==> config.mk <==
export PLATFORM = sky130hd
export DESIGN_NAME = smg_scan_parmod
export DESIGN_NICKNAME = d
export VERILOG_FILES = /design/src/rtl/smg_scan_parmod.sv
export SDC_FILE = /design/constraint.sdc
export NUM_CORES = 1
export LEC_CHECK = 0
export BUFFER_PORTS_ARGS = -buffer_cell sky130_fd_sc_hd__buf_2
export CAP_MARGIN = 20
export CORE_ASPECT_RATIO = 1.25
export CORE_UTILIZATION = 60
export DETAILED_ROUTE_END_ITERATION = 12
export PLACE_DENSITY = 0.8
export SYNTH_ARGS = -nofsm -noshare
export SYNTH_HDL_FRONTEND = slang
export SYNTH_SLANG_ARGS = --single-unit
==> constraint.sdc <==
create_clock -name CLOCK -period 3.2 [get_ports CLOCK]
set_input_delay 0.64 -clock CLOCK [delete_from_list [all_inputs] [get_ports CLOCK]]
set_output_delay 0.64 -clock CLOCK [all_outputs]
set_load 0.02 [all_outputs]
==> src/rtl/smg_scan_parmod.sv <==
// smg_scan_parmod -- multiplexed N_DIG-digit seven-segment driver.
//
// Scans N_DIG hex digits onto one shared 8-bit segment bus, with per-digit
// decimal points, optional leading-zero blanking and 16-level PWM brightness.
// New digit data is staged in a pending register and copied into the display
// register only at a frame boundary, so a frame never shows mixed data.
//
// Ports:
//   CLOCK    in   1        system clock, rising edge
//   RESET    in   1        asynchronous reset, active low
//   iCall    in   1        update request; samples iData/iDot/iLzb while high
//   iData    in   4*N_DIG  hex nibbles, nibble k = digit k (digit 0 rightmost)
//   iDot     in   N_DIG    decimal point per digit, 1 = lit
//   iLzb     in   1        leading-zero blanking enable
//   iBright  in   4        brightness, on-time (iBright+1)/16 of a slot
//   oDone    out  1        one-cycle pulse after the pending update is displayed
//   DIG      out  8        segments {dp,g,f,e,d,c,b,a}, polarity DIG_ACT_LOW
//   SEL      out  N_DIG    one-hot digit select, polarity SEL_ACT_LOW

// Per-digit decoder: hex nibble to active-high {dp,g..a}, with blanking.
module smg_digit #(
  parameter int IDX = 0
) (
  input  logic [3:0] nib,
  input  logic       dp,
  input  logic       lzb,
  input  logic       upper_zero,  // every nibble above this digit is zero
  output logic [7:0] seg
);
  // digit 0 always shows something, even when the whole value is zero
  localparam bit CAN_BLANK = (IDX != 0);

  logic [6:0] pat;
  logic       blank;

  always_comb begin
    pat = 7'h00;
    case (nib)
      4'h0: pat = 7'h3F;
      4'h1: pat = 7'h06;
      4'h2: pat = 7'h5B;
      4'h3: pat = 7'h4F;
      4'h4: pat = 7'h66;
      4'h5: pat = 7'h6D;
      4'h6: pat = 7'h7D;
      4'h7: pat = 7'h07;
      4'h8: pat = 7'h7F;
      4'h9: pat = 7'h6F;
      4'hA: pat = 7'h77;
      4'hB: pat = 7'h7C;
      4'hC: pat = 7'h39;
      4'hD: pat = 7'h5E;
      4'hE: pat = 7'h79;
      4'hF: pat = 7'h71;
      default: pat = 7'h00;
    endcase
  end

  assign blank = CAN_BLANK && lzb && (nib == 4'h0) && upper_zero;
  // the dp survives blanking
  assign seg   = {dp, blank ? 7'h00 : pat};
endmodule

module smg_scan_parmod #(
  parameter int N_DIG       = 6,
  parameter int T_SCAN      = 50000,
  parameter int SEL_ACT_LOW = 1,
  parameter int DIG_ACT_LOW = 1
) (
  input  logic               CLOCK,
  input  logic               RESET,
  input  logic               iCall,
  input  logic [4*N_DIG-1:0] iData,
  input  logic [N_DIG-1:0]   iDot,
  input  logic               iLzb,
  input  logic [3:0]         iBright,
  output logic               oDone,
  output logic [7:0]         DIG,
  output logic [N_DIG-1:0]   SEL
);
  // slot counter is kept as {phase, pcnt}: pcnt counts PRE clocks per PWM
  // phase, so no divider is needed to derive the phase
  localparam int PRE = T_SCAN / 16;
  localparam int PW  = (PRE > 1) ? $clog2(PRE) : 1;
  localparam int DW  = (N_DIG > 1) ? $clog2(N_DIG) : 1;
  localparam logic SEL_OFF = (SEL_ACT_LOW != 0);
  localparam logic DIG_OFF = (DIG_ACT_LOW != 0);

  typedef struct packed {
    logic [4*N_DIG-1:0] data;
    logic [N_DIG-1:0]   dot;
    logic               lzb;
  } frame_t;

  frame_t          pend, disp;
  logic            pend_vld;
  logic [PW-1:0]   pcnt;
  logic [3:0]      phase;
  logic [DW-1:0]   dig;
  logic            slot_end, frame_end, gap, cnt1, on;
  logic [1:0]      vld_pipe;
  logic [N_DIG:0]  zup;
  logic [N_DIG-1:0][7:0] seg_all;
  logic [7:0]      seg_on;
  logic [N_DIG-1:0] sel_oh;

  assign slot_end  = (phase == 4'hF) && (pcnt == PW'(PRE - 1));
  assign frame_end = slot_end && (dig == DW'(N_DIG - 1));
  assign gap       = (phase == 4'h0) && (pcnt == '0);
  // slot count 1; lets the lowest brightness stay visible even when a PWM
  // phase is one clock wide and the gap swallows all of phase 0
  assign cnt1      = (PRE == 1) ? ((phase == 4'h1) && (pcnt == '0))
                                : ((phase == 4'h0) && (pcnt == PW'(1)));
  assign on        = !gap && ((phase <= iBright) || cnt1);

  // scan counters
  always_ff @(posedge CLOCK or negedge RESET) begin
    if (!RESET) begin
      pcnt  <= '0;
      phase <= '0;
      dig   <= '0;
    end else begin
      if (pcnt == PW'(PRE - 1)) begin
        pcnt  <= '0;
        phase <= phase + 4'h1;
      end else begin
        pcnt <= pcnt + PW'(1);
      end
      if (slot_end)
        dig <= (dig == DW'(N_DIG - 1)) ? '0 : dig + DW'(1);
    end
  end

  // pending/display staging; a request on the boundary edge lands in pending
  // for the next frame while the previous pending moves to display
  always_ff @(posedge CLOCK or negedge RESET) begin
    if (!RESET) begin
      pend     <= '0;
      pend_vld <= 1'b0;
      disp     <= '0;
    end else begin
      if (iCall) begin
        pend     <= '{data: iData, dot: iDot, lzb: iLzb};
        pend_vld <= 1'b1;
      end else if (frame_end) begin
        pend_vld <= 1'b0;
      end
      if (frame_end && pend_vld)
        disp <= pend;
    end
  end

  assign vld_pipe[0] = frame_end && pend_vld;
  always_ff @(posedge CLOCK or negedge RESET) begin
    if (!RESET) vld_pipe[1] <= 1'b0;
    else        vld_pipe[1] <= vld_pipe[0];
  end
  assign oDone = vld_pipe[1];

  // zup[k]: nibbles k..N_DIG-1 of the display are all zero
  assign zup[N_DIG] = 1'b1;
  for (genvar k = 0; k < N_DIG; k++) begin : g_dig
    assign zup[k] = zup[k+1] && (disp.data[4*k +: 4] == 4'h0);
    smg_digit #(.IDX(k)) u_dig (
      .nib        (disp.data[4*k +: 4]),
      .dp         (disp.dot[k]),
      .lzb        (disp.lzb),
      .upper_zero (zup[k+1]),
      .seg        (seg_all[k])
    );
  end

  assign seg_on = on ? seg_all[dig] : 8'h00;
  assign sel_oh = on ? (N_DIG'(1) << dig) : '0;

  // registered outputs, one cycle behind the counter state
  always_ff @(posedge CLOCK or negedge RESET) begin
    if (!RESET) begin
      DIG <= {8{DIG_OFF}};
      SEL <= {N_DIG{SEL_OFF}};
    end else begin
      DIG <= DIG_OFF ? ~seg_on : seg_on;
      SEL <= SEL_OFF ? ~sel_oh : sel_oh;
    end
  end
endmodule

# Word level (Yosys, flattened, before mapping)
# Memories as Yosys holds them, arrays and structs flattened.
# Index checks and enable logic that the tools add are counted.
# op_classes
shifts	1
bitwise_logic	2
n_addsub	3
n_lt_le_gt_ge	2
eq_ne	4
reduce_logical	28
div_mod_pow	0
muxes	13
multipliers	0
# ops
cell	count
$mux 7	5
$bmux 8 s3	1
$logic_not 4->1	6
$logic_and 1x1->1	18
$mux 8	2
$add 12x1->12 const B	1
$eq 12x1->1 const B	1
$eq 12x12->1 const B	1
$logic_not 12->1	1
$mux 12	1
$not 8->8	1
$mux 6	1
$not 6->6	1
$shl 1x3->6 const A	1
$add 4x1->4 const B	1
$eq 4x4->1 const B	1
$le 4x4->1	1
$lt 3x4->1 const B	1
$add 3x1->3 const B	1
$eq 3x3->1 const B	1
$mux 3	1
$mux 1	2
$reduce_bool 2->1	1
$logic_not 1->1	1
$logic_or 1x1->1	1
# totals
output_inout_bits	15
wordCells	72
mem_bits_ro	672
ram_bits	0
mem_count	6
ff_bits	97
input_bits	38
latch_bits	0
# memory_table
name	words	word_bits	rd	rd_clocked_by_memory_dff	write_ports	line	rtl
(no name shown)	16	7	1	0	0	38	case (nib)
(no name shown)	16	7	1	0	0	38	
(no name shown)	16	7	1	0	0	38	
(no name shown)	16	7	1	0	0	38	
(no name shown)	16	7	1	0	0	38	
(no name shown)	16	7	1	0	0	38	

# Depth between registers and ports, before layout
# depth
word_depth	10
mapped_depth	9
ltp_nobuf	7

# By module
# Synthesis repeated with hierarchy kept, for this count alone.
# hier_totals
hier_cells	584
hier_area_um2	6298.5
# by_module_without_submodules
mod	instances	cells_per_inst	seq_area_each_um2	area_each_um2
smg_scan_parmod	1	335	2444.8	4357.9
smg_digit (g_dig[1].u_dig ...)	5	43	0.0	329.1
smg_digit (g_dig[0].u_dig)	1	34	0.0	295.3

# Worst setup path after synthesis
# No wires, ideal clock.
# synth_timing
path_type	register to register
from	reg pcnt[6]
to	reg disp[10] (netlist bit)
path_slack_ns	0.878
t_arrival_ns	2.197
synth_period_minus_slack_ns	2.322
required_time_ns	3.075
stages_incl_launch_ff	8
setup_ns	0.125
path_buffers	2
path_cell_list	dfrtp_1 -> or4_4 -> nor4_4 -> and4_1 -> buf_4 -> nand3_4 -> buf_6 -> mux2_4
# synth_via
elab_chain_cells	4
# synth_rtl
item	line	rtl
start, declared	97	logic [PW-1:0] pcnt;
start signal, assigned	127	pcnt <= pcnt + PW'(1);
$eq 12x12->1	107	assign slot_end = (phase == 4'hF) && (pcnt == PW'(PRE - 1));
$logic_and 1x1->1	107	
$logic_and 1x1->1	108	assign frame_end = slot_end && (dig == DW'(N_DIG - 1));
$logic_and 1x1->1	148	if (frame_end && pend_vld)
end signal, assigned	149	disp <= pend;
end, declared	95	frame_t pend, disp;
# Every way passes these cells.
# A chain may end at the register's enable or synchronous reset.

# Final worst setup path
# layout_timing
from	reg phase[0]
to	reg DIG[5]
# layout_via
elab_chain_cells	6
elab_cells_between_ends	9
classes_between	order compare: 1; mux: 1; bitwise: 1; reduce/logical: 6
# layout_rtl
item	line	rtl
start, declared	98	logic [3:0] phase;
start signal, assigned	125	phase <= phase + 4'h1;
branches (longest 3 deep; another with $le 4x4->1)	-	
$logic_and 1x1->1 (*)	114	assign on = !gap && ((phase <= iBright) || cnt1);
$mux 8 (*)	173	assign seg_on = on ? seg_all[dig] : 8'h00;
$not 8->8 (*)	182	DIG <= DIG_OFF ? ~seg_on : seg_on;
end signal, assigned	179	DIG <= {8{DIG_OFF}};
end signal, assigned	182	
end, declared	78	output logic [7:0] DIG,
# Mark *: on every way between the ends.

==> flow_metrics.py <==
metrics = {
    "outcome": {
        "status": "finished clean",
    },
    "clocking": {
        "numCtsBuffers": 9,
        "postCtsSetupBuffers": 0,
        "holdBufCountCts": 0,
        "post_cts_resized": 0,
        "h-tree-depth": 3,
        "cts.sinks": 97,
        "root_buffer": "clkbuf_16",
        "path_clk_slew_ns": 0.06,
        "cts_tree": "yes",
        "clk-insertion-delay-late_ns": 0.34,
        "cts_buffer_depth": 2,
    },
    "setup_path": {
        "cp_max_fo": 3,
        "crit_slowest_cell": "or4b_2",
        "critPathRequiredTime_ns": 3.45,
        "crit_family": "simple AND/OR/NAND/NOR gates",
        "critPathKind": "flip-flop to flip-flop",
        "cp.arrival_ns": 2.92,
        "path_cells": "inv_1 -> ha_1 -> or4b_2 -> nor4_1 -> a221oi_1 -> a221oi_1 -> o211ai_1",
        "cp-end-kind": "flip-flop",
        "crit_top_cell": "a221oi_1",
        "max_stage_delay_ns": 0.58,
        "startpoint_type": "flip-flop",
        "crit_buf_inv": 1,
    },
    "layout": {
        "syn_to_final_growth_pct": 10.4,
        "ff_latch_area_um2": 2440,
        "fin_util": 0.694,
        "n_fill_cell": 686,
        "fin_nets": 657,
        "layoutNonFillerInstCount": 701,
        "diodes": 0,
        "fin_area_um2": 6470,
        "drive_gt1_frac": 0.289,
        "multi_input_area_um2": 3160,
    },
    "pwr": {
        "peakVddDrop_v": 0.000294,
        "power.density_nw_per_um2": 368,
        "power_leakage_nw": 2.94,
    },
    "sta": {
        "slew_viol_final": 0,
        "fmax_mhz": 374,
        "finClkSkew_ns": 0.00670,
        "finalCritPeriodShare": 0.837,
        "fin_crit_ns": 2.68,
        "setup_viol_count_final": 0,
        "slew_headroom": 0.469,
        "finalHoldViolations": 0,
        "fin_setup_tns_ns": 0,
        "tightestPinTransition_ns": 0.797,
        "rsz0062_at_grt": "no",
    },
    "synthesis": {
        "synth_top_area_share": 0.355,
        "synthMuxAreaShare": 0.181,
        "synthArstFlopShare": 1.00,
        "ys_top_cells_by_count": "dfrtp_1 (83), ha_1 (46), mux2_2 (36), inv_1 (32), nor2_1 (31)",
        "syn_area_um2": 5860,
        "syn_area_per_cell_um2": 11.0,
        "ys_ff_latch": 97,
        "synth.area.top_cells": "dfrtp_1 (35%), ha_1 (9.8%), mux2_4 (7.4%), mux2_2 (6.9%), dfstp_2 (6.3%)",
        "synth_fp_nets": 616,
        "synth_xor_area_frac": 0.0209,
        "yosysMostFrequentCell": "dfrtp_1",
        "synth_area_leader_cell": "dfrtp_1",
        "syn_inst": 532,
        "yosys.area_share.simple": 0.126,
        "synth_top_family_by_area": "multiplexers",
        "yosysSeqAreaShare": 0.417,
        "ys_warn_count": 0,
        "synthDistinctLibCells": 57,
        "synthAdderAreaFrac": 0.0982,
        "synthFlopType": "dfrtp_1",
        "synth_enable_flop_cells": 0,
        "synth_compound_area_frac": 0.113,
    },
    "drt": {
        "ant_nets": 0,
        "first_pass_iters": 5,
        "viasPerCell": 5.94,
        "wl_per_cell_um": 16.9,
        "drtIter0Drc": 184,
        "drc_errors": 0,
        "wl_um": 11800,
        "dr_total_vias": 4162,
    },
    "grt": {
        "grt_max_degree": 60,
        "grt_usage": 0.251,
        "antenna_found_initial": 0,
        "grt_pass1_wl_um": 20000,
        "overflow": 0,
        "grt_pass1_vias": 4133,
    },
    "floorplanning": {
        "start_util": 0.629,
        "die-area_um2": 10200,
        "die_h_um": 112,
        "die_x_um": 90.4,
        "std_cell_rows": 39,
        "fp.coreArea_um2": 9320,
        "io_pins": 53,
    },
    "worst_hold_path": {
        "min_path_type": "primary input to async pin",
    },
    "placement": {
        "numPlacedInstances": 685,
        "place_area_um2": 6200,
        "hpwl_um": 8510,
        "finalWeightedCongestion": 0.899,
        "io_buffers": 52,
    },
    "flow_run": {
        "maxCapViolCount": 0,
    },
}
## metrics by stage
step,total power [W],setup WS (ns),hold slack [ns]
floorplan,0.00136,0.878,0.344
global placement,0.00143,0.730,0.485
detailed placement,0.00143,0.647,0.483
CTS,0.00242,0.562,0.276
global route,0.00247,0.424,0.293
finish,0.00238,0.523,0.265
## cell type report
cell class,instances,area share
repair buffers,59,0.0507
clock buffers,11,0.0360
well taps,123,0.0238
flip-flops and latches,97,0.378
clock inverters,5,0.00503
inverters,32,0.0186
multi-input cells,374,0.488
## flip-flops by register name, summed over array words and instances (netlist names)
signal    cells
oDone         1
pend         31
phase         4
disp         31
pend_vld      1
DIG           8
pcnt         12
SEL           6
dig           3
## kinds of logic (layout without fill, tap and decap cells)
group           count (synthesis)  in the layout
compound gates                 96             96
xor+xnor                       14             14
fa+ha+maj                      46             46
buf+inv                        61            107
flops                          97             97
mux                            83             83
simple gates                  135            135
## worst paths after layout
kind	from	endpoint	slack, ns	cells after the start
min reg2reg	pcnt[9]	pcnt[9]	0.49	1
max reg2reg	phase[0]	DIG[5]	0.52	7
min	RESET	disp[25]	0.27	1
min in group CLOCK	pcnt[9]	pcnt[9]	0.49	1
max	phase[0]	DIG[5]	0.52	7
max in group asynchronous	RESET	DIG[7]	2.21	2
## metal layers
layer | track usage | share of wire | up-vias
met5 | 0 | 0 | -
met4 | 0.112 | 0.027 | 0
met3 | 0.0420 | 0.042 | 25
met2 | 0.438 | 0.50 | 133
met1 | 0.306 | 0.43 | 2024
li1 | - | - | 1980
## layout by cell type (no fill, tap or decap), types with 9 or more instances in the layout
master and instances:
dfrtp_1 83, buf_2 51, ha_1 46, mux2_2 36, inv_1 32, nor2_1 31
mux2_4 29, nand2_1 27, o21ai_0 24, nand3_1 17, o211ai_1 16, mux2i_1 15
dfstp_2 14, a21oi_1 14, nor2b_1 11, clkbuf_16 9
## report_power, final
group	switching (W)	internal, W
clock	0.000447	0.000529
combinational	0.0000544	0.0000593
sequential	0.0000227	0.00127
total	0.000524	0.00186
Power figures use the tool's default switching activity.
